**src/rtl/ppm_accum.sv**
```systemverilog
// Final adder and MAC stage: resolves the multiplier's sum/carry pair
// and loads, adds or subtracts the signed product into a wide accumulator.
module ppm_accum #(
    parameter int PW    = 34,
    parameter int ACC_W = 48
) (
    input  logic             clk,
    input  logic             rst,
    input  logic             in_valid,
    output logic             in_ready,
    input  logic [PW:0]      in_sum,
    input  logic [PW:0]      in_carry,
    input  logic [1:0]       in_mode,
    output logic             out_valid,
    input  logic             out_ready,
    output logic [ACC_W-1:0] out_data,
    output logic             out_ovf
);

    logic                    s1_valid;
    logic [PW-1:0]           s1_sum;
    logic [PW-1:0]           s1_carry;
    logic [1:0]              s1_mode;
    logic                    s2_adv;
    logic signed [PW-1:0]    prod;
    logic [ACC_W-1:0]        prod_ext;
    logic [ACC_W-1:0]        acc_q;
    logic                    ovf_q;
    logic [ACC_W-1:0]        acc_nxt;
    logic                    ovf_nxt;
    logic                    unused_top;

    // Bit PW of each redundant vector is a multiplier artefact.
    assign unused_top = in_sum[PW] ^ in_carry[PW];

    assign s2_adv    = s1_valid && (!out_valid || out_ready);
    assign in_ready  = !s1_valid || s2_adv;
    assign out_data  = acc_q;
    assign out_ovf   = ovf_q;

    assign prod     = signed'(s1_sum + s1_carry);
    assign prod_ext = ACC_W'(prod);

    always_comb begin
        acc_nxt = '0;
        ovf_nxt = 1'b0;
        unique case (s1_mode)
            2'b00: acc_nxt = prod_ext;
            2'b01: begin
                acc_nxt = acc_q + prod_ext;
                ovf_nxt = (acc_q[ACC_W-1] == prod_ext[ACC_W-1])
                       && (acc_nxt[ACC_W-1] != acc_q[ACC_W-1]);
            end
            2'b10: begin
                acc_nxt = acc_q - prod_ext;
                ovf_nxt = (acc_q[ACC_W-1] != prod_ext[ACC_W-1])
                       && (acc_nxt[ACC_W-1] != acc_q[ACC_W-1]);
            end
            2'b11: acc_nxt = '0;
        endcase
    end

    always_ff @(posedge clk or posedge rst) begin
        if (rst) begin
            s1_valid <= 1'b0;
            s1_sum   <= '0;
            s1_carry <= '0;
            s1_mode  <= 2'b00;
        end else if (in_valid && in_ready) begin
            s1_valid <= 1'b1;
            s1_sum   <= in_sum[PW-1:0];
            s1_carry <= in_carry[PW-1:0];
            s1_mode  <= in_mode;
        end else if (s2_adv) begin
            s1_valid <= 1'b0;
        end
    end

    always_ff @(posedge clk or posedge rst) begin
        if (rst) begin
            out_valid <= 1'b0;
            acc_q     <= '0;
            ovf_q     <= 1'b0;
        end else if (s2_adv) begin
            out_valid <= 1'b1;
            acc_q     <= acc_nxt;
            ovf_q     <= ovf_nxt;
        end else if (out_ready) begin
            out_valid <= 1'b0;
        end
    end

endmodule

```
**config.mk**
```make
export PLATFORM = sky130hd
export DESIGN_NAME = ppm_accum
export DESIGN_NICKNAME = d
export VERILOG_FILES = /design/src/rtl/ppm_accum.sv
export SDC_FILE = /design/constraint.sdc
export NUM_CORES = 1
export LEC_CHECK = 0
export CAP_MARGIN = 30
export CORE_MARGIN = 5
export CORE_UTILIZATION = 55
export DETAILED_ROUTE_END_ITERATION = 12
export DONT_BUFFER_PORTS = 1
export PLACE_DENSITY = 0.7
export SYNTH_ARGS = -nofsm -noshare
export SYNTH_HDL_FRONTEND = slang
export SYNTH_SLANG_ARGS = --single-unit
export TNS_END_PERCENT = 10
```
**constraint.sdc**
```tcl
create_clock -name clk -period 6.9 [get_ports clk]
set_input_delay 1.035 -clock clk [delete_from_list [all_inputs] [get_ports clk]]
set_output_delay 1.035 -clock clk [all_outputs]
set_load 0.02 [all_outputs]
```
==> load_flow_metrics.sql <==
INSERT INTO impl_metrics (metric_group, metric, value, unit) VALUES
('global_routing', 'grt_pass1_wl', '60600', 'µm'),
('timing', 'worstMarginPinSlew', '0.888', 'ns'),
('critical_path', 'timing.critical_path.slowest_cell_delay', '0.49', 'ns'),
('cts', 'cts_max_level', '4', ''),
('timing', 'finalClockSkew', '0.00974', 'ns'),
('critical_path', 'timing.critical_path.to', 'out_data[40]', ''),
('yosys', 'synth_top_family_by_area', 'compound AO/OA/AOI/OAI gates', ''),
('yosys', 'post_synthesis_share_of_cell_area_spent_on_full_adders_half_adders_and_majority_gates', '13.7', '%'),
('cts', 'cts.sinks', '121', ''),
('global_routing', 'grt_antenna_before_repair', '0', ''),
('cells_and_area', 'final_cell_mix', 'sky130_fd_sc_hd__a21oi_1 (142), sky130_fd_sc_hd__ha_1 (132), sky130_fd_sc_hd__o21ai_0 (122), sky130_fd_sc_hd__dfrtp_1 (121), sky130_fd_sc_hd__nand2_1 (115)', ''),
('critical_path', 'critPathBufInv', '1', ''),
('critical_path', 'timing.critical_path.to_type', 'flip-flop', ''),
('critical_path', 'regToRegStartpoint', 's1_carry[5]', ''),
('global_routing', 'first_global_vias', '11400', ''),
('cts', 'clkLatencyLatePin', '0.43', 'ns'),
('critical_path', 'required_worst_endpoint', '7.21', 'ns'),
('job', 'max_cap_violations', '0', ''),
('critical_path', 'r2r_cells', '21', ''),
('route', 'drt-wirelength-per-cell', '21.4', 'µm'),
('global_routing', 'grt_max_degree', '71', ''),
('global_routing', 'globalRouteOverflowTotal', '0', ''),
('cts', 'clkTransAtPathRegs', '0.06', 'ns'),
('critical_path', 'cp_max_fo', '5', ''),
('placed_design', 'place_hpwl', '28200', 'µm'),
('cells_and_area', 'insertedDiodeCount', '0', ''),
('yosys', 'netlist_area', '12600', 'µm²'),
('die', 'die_y', '161', 'µm'),
('outcome', 'status', 'finished, final reports clean', ''),
('timing', 'max_slew_violation_count', '0', ''),
('critical_path', 'startpoint_type', 'flip-flop', ''),
('cells_and_area', 'n_fill_cell', '2056', ''),
('yosys', 'synth-edff-count', '0', ''),
('die', 'dieArea', '26100', 'µm²'),
('critical_path', 'critical_path.startpoint', 's1_carry[5]', ''),
('cts', 'clockRootBuffer', 'sky130_fd_sc_hd__clkbuf_16', ''),
('die', 'core', '22600', 'µm²'),
('route', 'drc', '0', ''),
('yosys', 'synth.largest_area_cell', 'sky130_fd_sc_hd__dfrtp_1', ''),
('cts', 'cts-buffers-inserted', '17', ''),
('hold_path', 'holdCritPathClass', 'flip-flop to flip-flop', ''),
('cells_and_area', 'finish.net_count', '1714', ''),
('yosys', 'synth-seq-area-share', '24.0', '%'),
('cells_and_area', 'final_common_cell', 'sky130_fd_sc_hd__a21oi_1', ''),
('critical_path', 'stages_on_the_worst_setup_path', '21', ''),
('cells_and_area', 'layout.area.seq', '3030', 'µm²'),
('cells_and_area', 'post_route_cells_drive_above_1_share', '10.8', '%'),
('route', 'finalWirelength', '38400', 'µm'),
('cts', 'cts.repair_timing.setup_buffer_count', '0', ''),
('global_routing', 'grtUsageTotal', '28.6', '%'),
('timing', 'hold_viol_final', '0', ''),
('die', 'fp-row-count', '55', ''),
('timing', 'share_of_the_clock_period_used_by_the_worst_path_after_layout', '89.8', '%'),
('cts', 'postCtsHoldBufs', '0', ''),
('route', 'route.detailed.vias_per_inst', '6.58', ''),
('cts', 'cts_tree', 'built', ''),
('critical_path', 'criticalPathCategory', 'flip-flop to flip-flop', ''),
('timing', 'max-slew-margin-rel', '40.8', '%'),
('cells_and_area', 'area_growth', '6.47', '%'),
('yosys', 'synth_nets', '1757', ''),
('critical_path', 'crit_path_cell_trace', 'ha_1, o21ai_0, a2111oi_0, o21ai_1, a2111oi_2, o2111ai_1, and2_1, o31ai_1, xnor2_1, inv_1, ha_1, nand2_1, o21ai_0, a211oi_1, o21a_1, a21oi_2, a211oi_1, or3_4, or3_1, a221oi_2, nor3_1', ''),
('yosys', 'netlist-cell-type-count', '94', ''),
('timing', 'period_minus_slack', '6.20', 'ns'),
('yosys', 'yosysWarnings', '0', ''),
('route', 'vias', '11800', ''),
('timing', 'tns', '0', 'ns'),
('timing', 'rsz0062_at_grt', 'false', ''),
('yosys', 'synthXorXnorAreaFrac', '4.02', '%'),
('cells_and_area', 'multi_input_combinational_cell_area', '8840', 'µm²'),
('yosys', 'yosys-top-cells-area', 'sky130_fd_sc_hd__dfrtp_1 (24%), sky130_fd_sc_hd__ha_1 (13%), sky130_fd_sc_hd__mux2_2 (6.3%), sky130_fd_sc_hd__a21oi_1 (5.6%), sky130_fd_sc_hd__o21ai_0 (4.8%)', ''),
('placed_design', 'placement.io_buffers', '0', '');
## through the flow
| step | instances | utilization, % | worst slack [ns] | hold WS [ns] | area (µm²) |
|---|---|---|---|---|---|
| final | 1800 | 59.3 | 0.702 | 0.510 | 13400 |
| after global routing | 1800 | 59.3 | 0.338 | 0.524 | 13400 |
| after CTS | 1800 | 59.3 | 0.823 | 0.514 | 13400 |
| after detailed placement | 1768 | 56.5 | 0.872 | 0.500 | 12800 |
| after global placement | 1767 | 56.4 | 0.941 | 0.492 | 12800 |
| after floorplan | 1545 | - | 1.74 | 0.471 | 12600 |
## metal layers
metal  vias to the layer above  GRT usage [%]  part of all wire, %
li1                       5666              -                    -
met3                        68           5.59                  7.8
met5                         -              0                    0
met4                         0           8.88                  2.3
met1                      5663           39.2                   44
met2                       451           45.9                   46
## cell families after synthesis
family                   after synthesis
AO/OA/AOI/OAI                        569
XOR/XNOR                              57
adder cells (fa/ha/maj)              136
buffers and inverters                189
flip-flops                           121
multiplexers                          74
AND/OR/NAND/NOR                      399
## state kept, by name, indices dropped and copies added, names as in the netlist
signal     cells
s1_mode        2
s1_carry      34
out_data      48
out_valid      1
out_ovf        1
s1_valid       1
s1_sum        34
## final cells by class
type | count | share of cell area, %
multi-input cells | 1235 | 65.9
flip-flops and latches | 121 | 22.6
clock buffers | 18 | 3.20
inverters | 106 | 2.98
well taps | 285 | 2.66
clock inverters | 14 | 1.57
repair buffers | 21 | 1.17
## worst min path at each step
| stage | start | to | slack, ns | depth (start not counted) |
|---|---|---|---|---|
| after floorplan | s1_valid | out_valid | 0.47 | 1 |
| after global placement | s1_carry[22] | s1_carry[22] | 0.49 | 1 |
| after detailed placement | s1_carry[22] | s1_carry[22] | 0.50 | 1 |
| after CTS | s1_carry[22] | s1_carry[22] | 0.51 | 1 |
| after global routing | s1_carry[15] | s1_carry[15] | 0.52 | 1 |
| final | s1_carry[22] | s1_carry[22] | 0.51 | 1 |
## cell usage after synthesis, types with 18 or more instances
cell,count
sky130_fd_sc_hd__a21oi_1,142
sky130_fd_sc_hd__a21o_1,46
sky130_fd_sc_hd__o21ai_0,122
sky130_fd_sc_hd__a31oi_1,23
sky130_fd_sc_hd__nand3_1,26
sky130_fd_sc_hd__nand2_1,117
sky130_fd_sc_hd__o31ai_1,18
sky130_fd_sc_hd__a211oi_1,34
sky130_fd_sc_hd__inv_1,106
sky130_fd_sc_hd__nor3_1,38
sky130_fd_sc_hd__a221oi_1,20
sky130_fd_sc_hd__nor2_1,108
sky130_fd_sc_hd__mux2_2,71
sky130_fd_sc_hd__xnor2_1,40
sky130_fd_sc_hd__dfrtp_1,121
sky130_fd_sc_hd__ha_1,133
sky130_fd_sc_hd__clkbuf_1,55
Power is not shown: default switching activity piles up to over one toggle a cycle in this logic, so the estimate is an artifact.
